[config.mk]
export PLATFORM = sky130hd
export DESIGN_NAME = div_unit
export DESIGN_NICKNAME = d
export VERILOG_FILES = /design/src/rtl/div_unit.sv
export SDC_FILE = /design/constraint.sdc
export NUM_CORES = 1
export LEC_CHECK = 0
export CORE_MARGIN = 4
export CORE_UTILIZATION = 55
export DETAILED_ROUTE_END_ITERATION = 10
export GPL_TIMING_DRIVEN = 1
export HOLD_SLACK_MARGIN = 0.05
export PLACE_DENSITY = 0.85
export SETUP_SLACK_MARGIN = 0.2
export SYNTH_ARGS = -nofsm -noshare
export SYNTH_HDL_FRONTEND = slang
export SYNTH_SLANG_ARGS = --single-unit
[constraint.sdc]
create_clock -name clk -period 9.8 [get_ports clk]
set_clock_uncertainty 0.05 [all_clocks]
set_input_delay 1.96 -clock clk [delete_from_list [all_inputs] [get_ports clk]]
set_output_delay 1.96 -clock clk [all_outputs]
set_load 0.005 [all_outputs]
[src/rtl/div_unit.sv]
// Iterative RV32M divide/remainder unit (DIV, DIVU, REM, REMU).
// Radix-2 restoring division, one quotient bit per clock. Divide-by-zero
// and signed overflow complete one edge after accept. Every other request
// takes 34 edges from accept to the Done pulse.
//
// Handshake: Start is sampled only while the unit is idle (Busy low); the
// request is accepted on that edge. Start is ignored while Busy is high and
// is never queued. Done is a one-cycle pulse, and Result/RdOut are valid
// while it is high. They hold their values until the next result or reset.
module div_unit #(
    parameter int XLEN  = 32,
    parameter int DIR_W = 5
) (
    input  logic             clk,
    input  logic             rst,
    input  logic             Start,
    input  logic [1:0]       Op,
    input  logic [XLEN-1:0]  Operand1,
    input  logic [XLEN-1:0]  Operand2,
    input  logic [DIR_W-1:0] RdIn,
    output logic             Busy,
    output logic             Done,
    output logic [XLEN-1:0]  Result,
    output logic [DIR_W-1:0] RdOut,
    output logic             WriteEn,
    output logic [1:0]       dbg_state
);

    typedef enum logic [1:0] {
        S_IDLE = 2'd0,
        S_CALC = 2'd1,
        S_FIX  = 2'd2,
        S_DONE = 2'd3
    } state_t;

    localparam logic [XLEN-1:0] INT_MIN = {1'b1, {(XLEN-1){1'b0}}};

    state_t           state_q, state_d;
    logic [5:0]       counter_q, counter_d;
    logic [XLEN-1:0]  rem_q, rem_d;
    logic [XLEN-1:0]  quot_q, quot_d;
    logic [XLEN-1:0]  divisor_q, divisor_d;
    logic             q_neg_q, q_neg_d;
    logic             r_neg_q, r_neg_d;
    logic             sel_rem_q, sel_rem_d;
    logic [XLEN-1:0]  result_q, result_d;
    logic [DIR_W-1:0] rd_q, rd_d;

    // One restoring step: bring the next dividend bit into the partial
    // remainder, then try to subtract the divisor. The partial remainder is
    // always below the divisor, so 33 bits are enough for the shifted value.
    logic [XLEN:0] trial_shift;
    logic [XLEN:0] trial_diff;
    assign trial_shift = {rem_q, quot_q[XLEN-1]};
    assign trial_diff  = trial_shift - {1'b0, divisor_q};

    // Operand magnitudes at accept. Unsigned ops pass the raw operands.
    // The magnitude of INT_MIN is INT_MIN read as unsigned, which is correct.
    logic signed_op;
    logic [XLEN-1:0] abs1, abs2;
    assign signed_op = ~Op[0];
    assign abs1 = (signed_op && Operand1[XLEN-1]) ? (~Operand1 + 1'b1) : Operand1;
    assign abs2 = (signed_op && Operand2[XLEN-1]) ? (~Operand2 + 1'b1) : Operand2;

    // Sign-corrected results of the iteration. Negating zero gives zero,
    // so a zero quotient or remainder is never turned negative.
    logic [XLEN-1:0] quot_fix, rem_fix;
    assign quot_fix = q_neg_q ? (~quot_q + 1'b1) : quot_q;
    assign rem_fix  = r_neg_q ? (~rem_q + 1'b1) : rem_q;

    // Next-state and datapath updates for the divider FSM.
    always_comb begin
        state_d   = state_q;
        counter_d = counter_q;
        rem_d     = rem_q;
        quot_d    = quot_q;
        divisor_d = divisor_q;
        q_neg_d   = q_neg_q;
        r_neg_d   = r_neg_q;
        sel_rem_d = sel_rem_q;
        result_d  = result_q;
        rd_d      = rd_q;
        case (state_q)
            S_IDLE: begin
                if (Start) begin
                    sel_rem_d = Op[1];
                    rd_d      = RdIn;
                    counter_d = '0;
                    rem_d     = '0;
                    quot_d    = abs1;
                    divisor_d = abs2;
                    q_neg_d   = signed_op & (Operand1[XLEN-1] ^ Operand2[XLEN-1]);
                    r_neg_d   = signed_op & Operand1[XLEN-1];
                    if (Operand2 == '0) begin
                        result_d = Op[1] ? Operand1 : '1;
                        state_d  = S_DONE;
                    end else if (signed_op && (Operand1 == INT_MIN) && (Operand2 == '1)) begin
                        result_d = Op[1] ? '0 : INT_MIN;
                        state_d  = S_DONE;
                    end else begin
                        state_d = S_CALC;
                    end
                end
            end
            S_CALC: begin
                if (!trial_diff[XLEN]) begin
                    rem_d  = trial_diff[XLEN-1:0];
                    quot_d = {quot_q[XLEN-2:0], 1'b1};
                end else begin
                    rem_d  = trial_shift[XLEN-1:0];
                    quot_d = {quot_q[XLEN-2:0], 1'b0};
                end
                counter_d = counter_q + 6'd1;
                if (counter_q == 6'd31) begin
                    state_d = S_FIX;
                end
            end
            S_FIX: begin
                result_d = sel_rem_q ? rem_fix : quot_fix;
                state_d  = S_DONE;
            end
            S_DONE: begin
                state_d = S_IDLE;
            end
            default: begin
                state_d = S_IDLE;
            end
        endcase
    end

    // State and datapath registers. Reset aborts any division in flight.
    always_ff @(posedge clk or negedge rst) begin
        if (!rst) begin
            state_q   <= S_IDLE;
            counter_q <= '0;
            rem_q     <= '0;
            quot_q    <= '0;
            divisor_q <= '0;
            q_neg_q   <= 1'b0;
            r_neg_q   <= 1'b0;
            sel_rem_q <= 1'b0;
            result_q  <= '0;
            rd_q      <= '0;
        end else begin
            state_q   <= state_d;
            counter_q <= counter_d;
            rem_q     <= rem_d;
            quot_q    <= quot_d;
            divisor_q <= divisor_d;
            q_neg_q   <= q_neg_d;
            r_neg_q   <= r_neg_d;
            sel_rem_q <= sel_rem_d;
            result_q  <= result_d;
            rd_q      <= rd_d;
        end
    end

    assign Busy      = (state_q != S_IDLE);
    assign Done      = (state_q == S_DONE);
    assign Result    = result_q;
    assign RdOut     = rd_q;
    assign WriteEn   = Done && (rd_q != '0);
    assign dbg_state = state_q;

endmodule
### Word-level counts from Yosys, hierarchy flattened

Cells that the tools add are included.
W data, S select, Z words.

| operators by class | value |
|---|---|
| add/sub/neg operators | 6 |
| eq/ne operators | 9 |
| muxes and demuxes | 24 |
| bitwise operators | 8 |
| reduce and logical (&&, ||, !) cells | 15 |

Operators with widths:

| operator | number |
|---|---|
| $mux W32 | 13 |
| $pmux W32 S2 | 3 |
| $add A32 B1 Y32 const B | 4 |
| $not A32 Y32 | 4 |
| $eq A32 B32 Y1 const B | 2 |
| $sub A33 B32 Y33 | 1 |
| $logic_not A32 Y1 | 1 |
| $pmux W6 S2 | 1 |
| $mux W2 | 4 |
| $pmux W2 S4 | 1 |
| $add A6 B1 Y6 const B | 1 |
| $eq A6 B5 Y1 const B | 1 |
| $mux W6 | 1 |
| $reduce_and A2 Y1 | 3 |
| $reduce_bool A2 Y1 | 3 |
| $logic_and A1 B1 Y1 | 5 |
| $reduce_bool A5 Y1 | 1 |
| $eq A2 B2 Y1 const B | 2 |
| $ne A2 B2 Y1 const B | 2 |
| $ne A3 B3 Y1 const B | 1 |
| $reduce_and A3 Y1 | 1 |
| $and A1 B1 Y1 | 2 |
| $eq A2 B1 Y1 const B | 1 |
| $logic_not A2 Y1 | 1 |
| other kinds (3) | 3 |

| word-level totals | value |
|---|---|
| bits in registers | 144 |
| input port bits | 74 |
| logic and storage cells | 72 |

### Logic depth before layout (Yosys ltp)

| depth | value |
|---|---|
| depth in word-level cells | 7 |
| mapped depth | 14 |

### Least setup slack after synthesis

Ideal clock, no wire load.

| timing path | value |
|---|---|
| path type | in2reg |
| start point | input port Operand2[0] |
| end point | register result_q[12], in the netlist Result[12] |
| library setup time | 0.133 ns |
| data arrival time | 4.270 ns |
| required time | 9.617 ns |
| slack | 5.347 ns |
| stages | 12 |
| cells stage by stage | inv_1 > ha_1 > or4b_1 > nor3_2 > nand3b_4 > or4_1 > buf_4 > o21ai_4 > a22oi_4 > buf_2 > a211oi_1 > a21oi_1 |

| between the ends | value |
|---|---|
| word-level cells in the longest chain between the ends | 4 |

RTL lines:

| element | line | source |
|---|---|---|
| start: declaration | 19 | `input logic [XLEN-1:0] Operand2,` |
| $eq A32 B32 Y1 / $logic_not A32 Y1 (equally long branches) | 97, 94 |  |
| $logic_and A1 B1 Y1 / $mux W32 (equally long branches) | 97, 94 |  |
| $ne A3 B3 Y1 (no line) / $mux W32 (equally long branches) | n/a |  |
| $reduce_and A3 Y1 (no line) / $pmux W32 S2 (equally long branches) | n/a |  |
| end signal: assignment | 153 | `result_q <= result_d;` |
| end: declaration | 46 | `logic [XLEN-1:0] result_q, result_d;` |

Several ways; a longest one is shown, not always the timed one. The select of a mux whose other input is x is not followed.
A chain may end at the register's enable or synchronous reset.

### Final worst setup path

| timing path | value |
|---|---|
| start point | input port Operand2[1] |
| end point | register result_q[19], in the netlist Result[19] |

The elaborated chain is that of the path after synthesis.

==> results.yml <==
setup_path:
  slowest_stage: "or4_1"
  crit_buf_inv: 3
  crit_required_ns: 10.12
  endpoint_kind: "flip-flop"
  worstSetupPathType: "input port to flip-flop"
  cp_top_family: "simple AND/OR/NAND/NOR gates"
  startpoint_type: "input port"
  path_max_fanout: 55
  cpPeakStageDelay_ns: 0.76
  crit_chain: "clkdlybuf4s50_1, inv_1, ha_1, or4b_1, nor3_2, nand3b_4, or4_1, o21ai_4, a22oi_4, buf_4, a21oi_2, o211ai_2, nand2_1"
  crit_arrival_ns: 5.82
place:
  gp_congestion: 0.9554
  port_buffers: 115
  dpl.hpwl_um: 23380
drt:
  drtIter0Drc: 987
  dr.pass1.iters: 6
  viasPerCell: 6.131
  routed_wl_um: 31470
  vias: 10710
  final_antenna_net_count: 0
  drc: 0
  wl_per_cell_um: 18.01
clock_tree:
  cts_tree: "built"
  clock_latency_ns: 0.44
  cts_buffers: 17
  hold_buffers: 0
  post_cts_resized: 0
  cts_sinks: 144
  cts_htree_levels: 4
  post_cts_buffers: 0
  cts_buffer_depth: 2
  cts-root-buf: "clkbuf_16"
  clk_pin_slew_ns: 0.06
floorplanning:
  die_w_um: 150.5
  die_h_um: 150.5
  rows: 51
  io_pins: 116
  dieArea_um2: 22660
  core_area_um2: 19720
  start_util: 0.5668
sta:
  period_needed_ns: 5.504
  tightest_slew_ns: 1.244
  setup_viol: 0
  fin_crit_sh: 0.5616
  relSlewSlack: 0.1676
  setup_tns_ns: 0
  rsz0062_at_grt: "false"
  timing.fmax_mhz: 181.7
  hold_violations: 0
  finalMaxSlewViolations: 0
global_route:
  first_global_vias: 10010
  grt_max_degree: 97
  overflow: 0
  grt_usage: 0.2771
  grt_antenna_before_repair: 0
  grt_first_pass_wirelength_um: 50450
power:
  power_leakage_nw: 5.570
  p_per_area_nw_per_um2: 366.6
  total_power_mw: 4.768
  worst_ir_drop_vdd_mv: 0.2601
synth:
  syn_area_per_cell_um2: 7.943
  netlist_area_um2: 11180
  synth_cell_types: 69
  syn_nets: 1524
  seq_area_frac_synth: 0.3224
  synth_cells: 1407
  synth_enable_flop_cells: 0
  ys_ff_latch: 144
  synth_warnings: 0
  ys.flop_type: "dfrtp_1"
  asyncSetResetFlopFracSynth: 1.000
layout:
  antennaDiodeCount: 0
  syn_to_final_growth_pct: 16.37
  final_nets: 1586
  drive_gt1_frac: 0.04588
outcome:
  outcome: "finished clean"
min_path:
  min_path_type: "flip-flop to flip-flop"
flow_run:
  drv_cap: 0
final timing paths:
path                                             start                       end  slack (ns)  cells after the start
worst max register to register  quot_q[31]$_DFFE_PN0P_     rem_q[18]$_DFFE_PN0P_        5.46                     13
max in group asynchronous                          rst  divisor_q[2]$_DFFE_PN0P_        6.74                      2
min in group asynchronous                          rst  divisor_q[7]$_DFFE_PN0P_        1.47                      1
worst min register to register   Result[1]$_DFFE_PN0P_     Result[1]$_DFFE_PN0P_        0.43                      2
worst max-delay path                       Operand2[1]    Result[19]$_DFFE_PN0P_        4.30                     13
worst min-delay path             Result[1]$_DFFE_PN0P_     Result[1]$_DFFE_PN0P_        0.43                      2
state kept, by name, indices dropped and copies added (netlist names):
signal,count
q_neg_q,1
RdOut,5
Result,32
divisor_q,32
dbg_state,2
rem_q,32
sel_rem_q,1
r_neg_q,1
counter_q,6
quot_q,32
layer usage:
layer / global-route usage / part of all wire / wire length [µm] / up-vias
li1: - / - / - / 5120
met1: 0.3807 / 0.43 / 13640 / 5014
met2: 0.4414 / 0.46 / 14360 / 498
met3: 0.04305 / 0.079 / 2489 / 78
met4: 0.1070 / 0.031 / 977 / 0
met5: 0 / 0 / 0 / -
cell type report:
class | count | area, µm²
well taps | 265 | 331.6
flip-flops and latches | 144 | 3603
repair buffers | 125 | 1227
multi-input cells | 1115 | 7003
inverters | 66 | 247.7
clock buffers | 17 | 425.4
fillers | 1647 | 6713
clock inverters | 15 | 166.4
stage by stage:
stage	setup slack, ns	cell area, µm²	utilization	hold WS, ns	std cells
6_report	4.296	13010	0.6596	0.4287	1747
5_1_grt	4.121	13010	0.6596	0.4422	1747
4_1_cts	4.353	13010	0.6596	0.4338	1747
3_5_place_dp	3.929	12410	0.6295	0.4193	1715
3_3_place_gp	3.993	12410	0.6295	0.4121	1715
2_1_floorplan	5.347	11180	-	0.3998	1407
cell usage in the layout (no fill, tap or decap), types with 12 or more instances in the layout:
cell type	n
nor2_1	83
or3_1	28
xor2_1	80
o21ai_0	168
nand2_1	198
or4_1	15
dfrtp_1	144
nor3_1	23
a21o_1	21
clkbuf_16	17
nand3_1	14
inv_1	64
o31ai_1	26
a211oi_1	15
xnor2_1	64
a21oi_1	119
ha_1	41
o41ai_1	15
o22ai_1	12
clkdlybuf4s50_1	114
a22o_1	13
nand4_1	17
mux2i_1	32
nand2b_1	17
cell usage after synthesis (all sizes together), types with 4 or more instances:
| master | count | area share |
|---|---|---|
| clkbuf | 66 | 0.022 |
| inv | 64 | 0.021 |
| nand3 | 14 | 0.0063 |
| dfrtp | 144 | 0.32 |
| xor2 | 80 | 0.063 |
| o21ai | 172 | 0.078 |
| nor4 | 13 | 0.0095 |
| xnor2 | 64 | 0.050 |
| o21a | 4 | 0.0027 |
| a21o | 21 | 0.014 |
| or2 | 5 | 0.0028 |
| nand4 | 17 | 0.0095 |
| nor2 | 84 | 0.028 |
| nor3 | 24 | 0.011 |
| o31ai | 26 | 0.017 |
| nand2b | 17 | 0.0095 |
| o21bai | 5 | 0.0034 |
| mux2i | 32 | 0.029 |
| nor2b | 8 | 0.0045 |
| a21oi | 123 | 0.056 |
| o211ai | 12 | 0.0085 |
| o22ai | 12 | 0.0067 |
| and3 | 6 | 0.0034 |
| nand2 | 199 | 0.067 |
| a22o | 13 | 0.010 |
| buf | 16 | 0.0081 |
| ha | 42 | 0.047 |
| a22oi | 4 | 0.0039 |
| a211oi | 15 | 0.010 |
| a31oi | 8 | 0.0045 |
| or4 | 16 | 0.011 |
| or3 | 28 | 0.016 |
| o41ai | 15 | 0.012 |
power breakdown:
part           switching [mW]  internal (mW)
Sequential              0.356          0.868
Combinational            1.66           1.23
Clock                   0.295          0.363
Total                    2.31           2.46
worst register-to-register path, cell delays in order (launching register included):
cell	delay [ns]
dfrtp_1	0.39
inv_1	0.09
ha_1	0.24
fa_1	0.39
nand2b_1	0.19
a21oi_1	0.31
o2111ai_1	0.28
a211oi_1	0.36
a211oi_1	0.14
mux2_2	0.32
or2_1	0.59
buf_4	0.46
mux2i_1	0.26
o21ai_0	0.10
cells by family after synthesis:
kind of cell | count (synthesis) | synth area share
AOI/OAI and AO/OA | 455 | 0.2475
xor gates and xnor gates | 144 | 0.1129
adders and majority gates | 43 | 0.04881
buffers and inverters | 148 | 0.05240
DFF | 144 | 0.3224
muxes | 34 | 0.03068
and+or+nand+nor | 439 | 0.1853
No activity file was read; power rests on OpenSTA's default activity.
